$ cat config.mk
export PLATFORM = sky130hd
export DESIGN_NAME = seg7_scan_driver
export DESIGN_NICKNAME = d
export VERILOG_FILES = /design/src/rtl/seg7_pkg.sv /design/src/rtl/hex_to_seg7.sv /design/src/rtl/seg7_scan_driver.sv
export SDC_FILE = /design/constraint.sdc
export NUM_CORES = 1
export LEC_CHECK = 0
export BUFFER_PORTS_ARGS = -buffer_cell sky130_fd_sc_hd__buf_2
export CORE_ASPECT_RATIO = 0.8
export CORE_MARGIN = 2
export CORE_UTILIZATION = 45
export DETAILED_ROUTE_END_ITERATION = 12
export GPL_TIMING_DRIVEN = 1
export SLEW_MARGIN = 20
export SYNTH_ARGS = -nofsm -noshare
export SYNTH_HDL_FRONTEND = slang
export SYNTH_SLANG_ARGS = --single-unit
export TNS_END_PERCENT = 50
$ cat constraint.sdc
create_clock -name Clk -period 3.5 [get_ports Clk]
set_input_delay 1.05 -clock Clk [delete_from_list [all_inputs] [get_ports Clk]]
set_output_delay 1.05 -clock Clk [all_outputs]
set_load 0.02 [all_outputs]
$ cat src/rtl/seg7_pkg.sv
// Shared seven-segment definitions: blank pattern, active-low hex font and
// a width helper used by the display blocks.
package seg7_pkg;

  localparam logic [6:0] SEG_BLANK = 7'h7F;

  // Segment order {g,f,e,d,c,b,a}; a 0 lights the segment.
  localparam logic [6:0] HEX_FONT [16] = '{
    7'h40, 7'h79, 7'h24, 7'h30, 7'h19, 7'h12, 7'h02, 7'h78,
    7'h00, 7'h10, 7'h08, 7'h03, 7'h46, 7'h21, 7'h06, 7'h0E
  };

  // Bits needed to hold the values 0..n-1.
  function automatic int clog2(input int n);
    int r;
    int v;
    r = 0;
    v = n - 1;
    while (v > 0) begin
      r++;
      v = v >> 1;
    end
    return r;
  endfunction

endpackage

$ cat src/rtl/hex_to_seg7.sv
// Combinational nibble to active-low seven-segment decode.
module hex_to_seg7
  import seg7_pkg::*;
(
  input  logic [3:0] nibble_i,
  output logic [6:0] seg_o
);

  always_comb begin
    seg_o = HEX_FONT[nibble_i];
  end

endmodule

$ cat src/rtl/seg7_scan_driver.sv
// Multiplexed N-digit seven-segment scan driver with anode dead-time,
// frame-coherent snapshot, leading-zero blanking, decimal points and blink.
module seg7_scan_driver
  import seg7_pkg::*;
#(
  parameter int NUM_DIGITS     = 4,
  parameter int REFRESH_PERIOD = 100_000,
  parameter int BLANK_CYCLES   = 1_000,
  parameter int BLINK_PERIOD   = 25_000_000
) (
  input  logic                    Clk,
  input  logic                    Rst,
  input  logic                    En,
  input  logic [4*NUM_DIGITS-1:0] Value,
  input  logic [NUM_DIGITS-1:0]   Dp_Mask,
  input  logic [NUM_DIGITS-1:0]   Blink_Mask,
  input  logic                    Lzb,
  output logic [NUM_DIGITS-1:0]   An,
  output logic [6:0]              Cat_Out,
  output logic                    Dp_Out,
  output logic                    Frame_Tick
);

  localparam int CNT_W = (clog2(REFRESH_PERIOD) < 1) ? 1 : clog2(REFRESH_PERIOD);
  localparam int IDX_W = (NUM_DIGITS > 1) ? clog2(NUM_DIGITS) : 1;
  localparam int BLK_W = clog2(BLINK_PERIOD);

  localparam logic [CNT_W-1:0] CNT_LAST  = CNT_W'(REFRESH_PERIOD - 1);
  localparam logic [CNT_W-1:0] CNT_BLANK = CNT_W'(BLANK_CYCLES);
  localparam logic [IDX_W-1:0] IDX_LAST  = IDX_W'(NUM_DIGITS - 1);
  localparam logic [BLK_W-1:0] BLK_LAST  = BLK_W'(BLINK_PERIOD - 1);

  logic [CNT_W-1:0]        cnt_q, cnt_d;
  logic [IDX_W-1:0]        idx_q, idx_d;
  logic [BLK_W-1:0]        blk_cnt_q, blk_cnt_d;
  logic                    blk_hide_q, blk_hide_d;
  logic                    frame_tick_q, frame_tick_d;

  logic [4*NUM_DIGITS-1:0] snap_val_q;
  logic [NUM_DIGITS-1:0]   snap_dp_q, snap_blk_q;
  logic                    snap_lzb_q;
  logic                    snap_ld;

  logic [NUM_DIGITS-1:0]   an_q, an_d;
  logic [6:0]              cat_q, cat_d;
  logic                    dp_q, dp_d;

  logic [3:0]              cur_nib;
  logic                    cur_dp, cur_blk, cur_lz;
  logic [NUM_DIGITS-1:0]   lz_blank;
  logic [6:0]              font_seg;

  // Window counter, digit index and blink phase; all cleared while disabled.
  always_comb begin
    cnt_d        = cnt_q;
    idx_d        = idx_q;
    blk_cnt_d    = blk_cnt_q;
    blk_hide_d   = blk_hide_q;
    frame_tick_d = 1'b0;
    if (!En) begin
      cnt_d      = '0;
      idx_d      = '0;
      blk_cnt_d  = '0;
      blk_hide_d = 1'b0;
    end else begin
      if (cnt_q == CNT_LAST) begin
        cnt_d = '0;
        if (idx_q == IDX_LAST) begin
          idx_d        = '0;
          frame_tick_d = 1'b1;
        end else begin
          idx_d = idx_q + IDX_W'(1);
        end
      end else begin
        cnt_d = cnt_q + CNT_W'(1);
      end
      if (blk_cnt_q == BLK_LAST) begin
        blk_cnt_d  = '0;
        blk_hide_d = ~blk_hide_q;
      end else begin
        blk_cnt_d = blk_cnt_q + BLK_W'(1);
      end
    end
  end

  assign snap_ld = En && (cnt_q == '0) && (idx_q == '0);

  // A digit is a leading zero when it and every digit to its left are zero.
  always_comb begin
    logic zero_above;
    zero_above = 1'b1;
    lz_blank   = '0;
    for (int i = NUM_DIGITS - 1; i >= 0; i--) begin
      zero_above  = zero_above && (snap_val_q[4*i +: 4] == 4'd0);
      lz_blank[i] = (i != 0) && zero_above && snap_lzb_q;
    end
  end

  always_comb begin
    cur_nib = snap_val_q[3:0];
    cur_dp  = snap_dp_q[0];
    cur_blk = snap_blk_q[0];
    cur_lz  = lz_blank[0];
    for (int i = 0; i < NUM_DIGITS; i++) begin
      if (idx_q == IDX_W'(i)) begin
        cur_nib = snap_val_q[4*i +: 4];
        cur_dp  = snap_dp_q[i];
        cur_blk = snap_blk_q[i];
        cur_lz  = lz_blank[i];
      end
    end
  end

  hex_to_seg7 u_font (
    .nibble_i (cur_nib),
    .seg_o    (font_seg)
  );

  // Anodes stay driven for blanked or hidden digits so every window has equal on-time.
  always_comb begin
    an_d  = '1;
    cat_d = SEG_BLANK;
    dp_d  = 1'b1;
    if (En && (cnt_q >= CNT_BLANK)) begin
      an_d = ~(NUM_DIGITS'(1) << idx_q);
      if (!(blk_hide_q && cur_blk)) begin
        cat_d = cur_lz ? SEG_BLANK : font_seg;
        dp_d  = ~cur_dp;
      end
    end
  end

  always_ff @(posedge Clk or posedge Rst) begin
    if (Rst) begin
      cnt_q        <= '0;
      idx_q        <= '0;
      blk_cnt_q    <= '0;
      blk_hide_q   <= 1'b0;
      frame_tick_q <= 1'b0;
      snap_val_q   <= '0;
      snap_dp_q    <= '0;
      snap_blk_q   <= '0;
      snap_lzb_q   <= 1'b0;
      an_q         <= '1;
      cat_q        <= SEG_BLANK;
      dp_q         <= 1'b1;
    end else begin
      cnt_q        <= cnt_d;
      idx_q        <= idx_d;
      blk_cnt_q    <= blk_cnt_d;
      blk_hide_q   <= blk_hide_d;
      frame_tick_q <= frame_tick_d;
      if (snap_ld) begin
        snap_val_q <= Value;
        snap_dp_q  <= Dp_Mask;
        snap_blk_q <= Blink_Mask;
        snap_lzb_q <= Lzb;
      end
      an_q  <= an_d;
      cat_q <= cat_d;
      dp_q  <= dp_d;
    end
  end

  assign An         = an_q;
  assign Cat_Out    = cat_q;
  assign Dp_Out     = dp_q;
  assign Frame_Tick = frame_tick_q;

endmodule

# [Yosys cells after proc, flatten, opt, wreduce, memory -nomap -nowiden]
# Memories as Yosys holds them, arrays and structs flattened.
# Index checks and enable logic that the tools add are counted.
[word_totals] elab_cells=76 out_inout_bits=13 inputBits=28 register_bits=83 rom_bits=112 n_memories=1
[op_classes] bitwise=4 add_sub_neg=3 mux=32 n_eq_ne=7 n_reduce_logical=14 order_cmp=2 shift=1
[memory_table] name="(name not given)" words=16 width=7 read_ports=1 rd_clocked_by_memory_dff=0 write_ports=0 line_no="hex_to_seg7.sv:10" rtl="seg_o = HEX_FONT[nibble_i];"
[ops] op="$mux W25" n=2
[ops] op="$mux W7" n=5
[ops] op="$mux W17" n=2
[ops] op="$add A25 B1 Y25 const B" n=1
[ops] op="$eq A25 B25 Y1 const B" n=1
[ops] op="$add A17 B1 Y17 const B" n=1
[ops] op="$eq A17 B17 Y1 const B" n=1
[ops] op="$ge A17 B10 Y1 const B" n=1
[ops] op="$logic_not A17 Y1" n=1
[ops] op="$mux W1" n=16
[ops] op="$mux W4" n=4
[ops] op="$logic_not A4 Y1" n=3
[ops] op="$logic_and A1 B1 Y1" n=9
[ops] op="$mux W2" n=3
[ops] op="$ge A5 B5 Y1 const B" n=1
[ops] op="$not A4 Y5" n=1
[ops] op="$eq A2 B2 Y1 const B" n=2
[ops] op="$ne A2 B1 Y1 const B" n=2
[ops] op="$not A4 Y4" n=1
[ops] op="$shl A1 B2 Y4 const A" n=1
[ops] op="$add A2 B1 Y2 const B" n=1
[ops] op="$eq A2 B1 Y1 const B" n=1
[ops] op="$logic_not A2 Y1" n=1
[ops] op="$not A1 Y1" n=2

# [Depth between registers and ports, before layout]
[logic_depth] word_depth=11 mapped_depth=10

# [By module]
# Synthesis repeated with hierarchy kept, for this count alone.
[unflattened] hier_cells=412 area_unflattened_um2=4250.3
[modules_own_cells] module="seg7_scan_driver" area_per_inst_um2=4002.6 cells_each=377 instances=1 seq_area_each_um2=2092.0
[modules_own_cells] module="hex_to_seg7" area_per_inst_um2=247.7 cells_each=35 instances=1 seq_area_each_um2=0.0

# [Least setup slack after synthesis]
# No wires, ideal clock.
[synth_timing] path_type="register -> register" start="register idx_q[0]" end="register cat_q[0], in the netlist Cat_Out[0]" n_path_buf=2 setup_time_ns=0.088 required_time_ns=3.412 path_stages_with_launch=10 arrival_ns=2.193 path_slack_ns=1.219 cell_sequence="dfrtp_1 > ha_1 > buf_2 > buf_2 > a221oi_2 > inv_1 > ha_1 > or3_1 > o221ai_1 > nand2_1"
[synth_via] elab_chain_len=11 word_cells_on_any_way=20 classes_between="eq/ne (3); mux (14); bitwise (1); reduce/logical (1); memory (1)"
[synth_rtl] element="start, declared" line_no="seg7_scan_driver.sv:34" rtl="logic [IDX_W-1:0] idx_q, idx_d;"
[synth_rtl] element="start signal, assigned" line_no="seg7_scan_driver.sv:149" rtl="idx_q <= idx_d;"
[synth_rtl] element="$eq A2 B1 Y1" line_no="seg7_scan_driver.sv:105" rtl="if (idx_q == IDX_W'(i)) begin"
[synth_rtl] element="$mux W4 (3 in a row)" line_no="seg7_scan_driver.sv:105"
[synth_rtl] element="$not A4 Y5 (implied by the code)" line_no="hex_to_seg7.sv:10"
[synth_rtl] element="$mem_v2 Z16 W7"
[synth_rtl] element="$mux W7 (implied by the code) (2 in a row)" line_no="hex_to_seg7.sv:10"
[synth_rtl] element="$mux W7" line_no="seg7_scan_driver.sv:127" rtl="cat_d = cur_lz ? SEG_BLANK : font_seg;"
[synth_rtl] element="$mux W7 *" line_no="seg7_scan_driver.sv:126" rtl="if (!(blk_hide_q && cur_blk)) begin"
[synth_rtl] element="$mux W7 *" line_no="seg7_scan_driver.sv:124" rtl="if (En && (cnt_q >= CNT_BLANK)) begin"
[synth_rtl] element="net cat_d[0]" line_no="seg7_scan_driver.sv:45" rtl="logic [6:0] cat_q, cat_d;"
[synth_rtl] element="end signal, assigned" line_no="seg7_scan_driver.sv:160" rtl="cat_q <= cat_d;"
[synth_rtl] element="end, declared" line_no="seg7_scan_driver.sv:45"
# Mark *: on every way through the listed nets, which the timed path passes. The rest lies on a longest branch. The select of a mux whose other input is x is not followed.
# A chain may end at the register's enable or synchronous reset.

# [Final worst setup path]
# Same ends and word-level chain as after synthesis.

==> summary.md <==
| Metric | Value |
|---|---|
| Overflow after GRT | 0 |
| HPWL reported at the end of detailed placement | roughly 5.7 mm |
| Pin count of the biggest net entering global routing | 57 |
| Total track usage | 17.9% |
| Leading cell types by total area after synthesis | dfrtp_1 42%, dfstp_2 7.5%, mux2_2 5.3% |
| Iteration-0 DRC Markers | between 100 and 150 |
| Cells resized by post-CTS repair | 0 |
| Area of combinational cells with multiple inputs | about 0.002 mm² |
| Area share of the largest cell type after synthesis | 42.2% |
| I/O Pins | 41 |
| Slew at the pin closest to its max-slew limit | between 0.7 and 0.8 ns |
| Maximum level of the CTS H-tree | 3 |
| Area of the core region | 0.00908 mm² |
| Number of warnings issued by yosys | 0 |
| Part of the cycle the worst path needs | 77.9% |
| Final-report hold violation count | 0 |
| Clock tree skew after final layout | 0.00757 ns |
| CP dominant cell by count | ha_1 |
| Cell taking the most area after synthesis | dfrtp_1 |
| Number of vias per cell | about 5.2 |
| Relative max-transition margin | 49.0% |
| Synth top cells by count | 71 x dfrtp_1, 53 x nor2_1, 31 x nand2_1, 22 x xor2_1 |
| Most instantiated flip-flop cell in the synthesis netlist | dfrtp_1 |
| Fraction of final layout cells sized beyond drive strength 1 | between 20% and 30% |
| Max Cap Violations | 0 |
| Number of inserted diodes | 0 |
| Utilization after layout | 53.5% |
| Hold buffers post-CTS | 0 |
| Number of input and output port buffers inserted | 40 |
| Vias in the first global route | 2863 |
| Post-detailed-routing wire length | roughly 8.4 mm |
| Place WS | 0.822 ns |
| Worst Setup Path Type | reg -> reg |
| Leakage power total | 0.00207 µW |
| Buffers from clock root to sink, at most | 2 |
| Type of the tightest min-delay check | reg -> reg |
| Highest ir drop seen on vdd | 349 µV |
| Clock-pin slew of the registers on the worst-case setup and hold paths | 0.06 ns |
| Routability congestion estimate | between 0.8 and 0.9 |
| Most repeated cell in the gate-level netlist after synthesis | dfrtp_1 |
| Synthesized flop and latch total | 83 |
| Via count | 2890 |
| Starting density of the core | 46.4% |
| Final layout net count | 477 |
| Relative area change from synthesis to final layout | 15.3% |
| Number of instances in the synthesized netlist | roughly 400 |
| Proportion of synthesized flip-flops having asynchronous set or reset | 100% |
| CP endpoint kind | flip-flop |
| CTS tree | built |
| Syn avg cell area | 10.6 µm² |
| Antenna violations before repair | 0 |
| DRT antenna net count | 0 |
| Post-CTS Setup Bufs | 0 |
| Global-route wire length before repair | 14.6 mm |
| Cell with the biggest individual delay on the critical path | ha_1 |
| Cell area after technology mapping | 0.00421 mm² |
| Wirelength per Cell | 15.0 µm |
| DRC violations left | 0 |
| Die footprint | 0.0102 mm² |
| Clock net sink count | 83 |
| Cell breakdown of the critical path | ha_1 -> nor2_4 -> a221oi_2 -> inv_1 -> ha_1 -> or3_1 -> o221ai_1 -> nand2_1 |
| Power after layout | 2540 µW |
| Final setup violation count | 0 |
| Die extent in y | ~91 µm |
| Largest driver fanout on the critical path | 19 |
| EDFF count, synth | 0 |
| Arrival time at the worst endpoint | a little under 3 ns |
| Crit path required time | 3.75 ns |
| Register area | 0.00209 mm² |
| Routed met1 length | 4.30 mm |
| Met2 wirelength from detailed routing | 3.58 mm |
| Slowest Stage Delay on Critical Path | 0.68 ns |
| First drt pass iteration count | 4 |
| Shortest clock period the worst path allows after layout | about 2.7 ns |
| Power per standard cell area | 523 mW/mm² |
| Number of max-slew violations in the final report | 0 |
| Maximum clock frequency | 0.367 GHz |
| CTS Root Cell | clkbuf_16 |
| Number of library cell types mapped by synthesis | 48 |
| Overall die width | 112 µm |
| Post-synthesis sequential area ratio | 49.6% |
| Outcome | completed |
| Placement Rows | 31 |
| Synthesized net count | 439 |
| TNS Setup | 0 ns |
| Worst setup SP type | flip-flop |
| Max Used Layer | met4 |
| Setup WS post-layout | 0.772 ns |
| Count of filler cells inserted in the layout | 832 |
| Worst skew pair latency | 0.34 ns |
| CTS buffer count | 9 |
| RSZ-0062 raised after global routing | no |
| WL met3 | 423 µm |
==> stage by stage <==
step                      std cells  area [µm²]  hold slack (ns)
after global placement          540        4510            0.477
after floorplan                 398        4210            0.452
after detailed placement        540        4510            0.481
after global routing            556        4860            0.527
final                           556        4860            0.486
after CTS                       556        4860            0.490
==> placed cells by master, fill, tap and decap left out, types with 12 or more instances in the layout <==
cell and count:
dfrtp_1 71, nor2_1 52, buf_2 40, nand2_1 31
xor2_1 22, mux2_2 20, nand3_1 20, inv_1 19
xnor2_1 18, ha_1 13, dfstp_2 12
==> cell type report <==
| class | count | share of cell area, % |
|---|---|---|
| inverter | 20 | 1.57 |
| sequential | 83 | 43.1 |
| clock buffer | 9 | 4.64 |
| multi-input combinational | 280 | 40.5 |
| timing repair buffer | 42 | 4.69 |
| tap | 115 | 2.96 |
| clock inverter | 7 | 2.52 |
==> sequential cells by signal, summed over array words and instances (netlist names) <==
signal,flops
blk_cnt_q,25
cnt_q,17
snap_val_q,16
Cat_Out,7
An,4
snap_blk_q,4
snap_dp_q,4
idx_q,2
Dp_Out,1
Frame_Tick,1
blk_hide_q,1
snap_lzb_q,1
==> final timing paths <==
check,start,end,slack (ns),cells after the start
worst min register to register,blk_cnt_q[0],blk_cnt_q[0],0.49,1
max in group asynchronous,Rst,An[0],2.07,3
worst min-delay path,blk_cnt_q[0],blk_cnt_q[0],0.49,1
worst max-delay path,idx_q[0],Cat_Out[0],0.77,8
min in group asynchronous,Rst,blk_cnt_q[12],0.73,2
worst max register to register,idx_q[0],Cat_Out[0],0.77,8
==> where the power goes <==
| part | leakage [µW] | total, µW | switching, µW | internal [µW] |
|---|---|---|---|---|
| registers | 0.00106 | 1110 | 63.3 | 1040 |
| logic | 0.000851 | 337 | 187 | 150 |
| clock network | 0.000163 | 1100 | 394 | 702 |
| total | 0.00207 | 2540 | 644 | 1890 |
==> per-layer routing <==
layer,vias up,track usage [%]
li1,1428,-
met1,1397,27.1
met2,59,24.2
met3,6,6.31
met4,0,4.57
met5,-,0
==> critical path, delay by kind of cell (launching register included) <==
kind,cells,cell delay [ns]
compound gates,2,0.57
fa+ha+maj,2,0.91
buf+inv,1,0.18
flops,1,0.41
simple gates,3,0.56
==> cells by family (layout without fill, tap and decap cells) <==
logic type	Yosys count	after routing	synth area share, %
compound gates	30	30	5.40
xor+xnor	40	40	8.31
fa+ha+maj	13	13	3.86
buf+inv	35	78	3.68
flops	83	83	49.6
mux	28	28	7.24
simple gates	169	169	21.9
No activity file was read; power rests on OpenSTA's default activity.
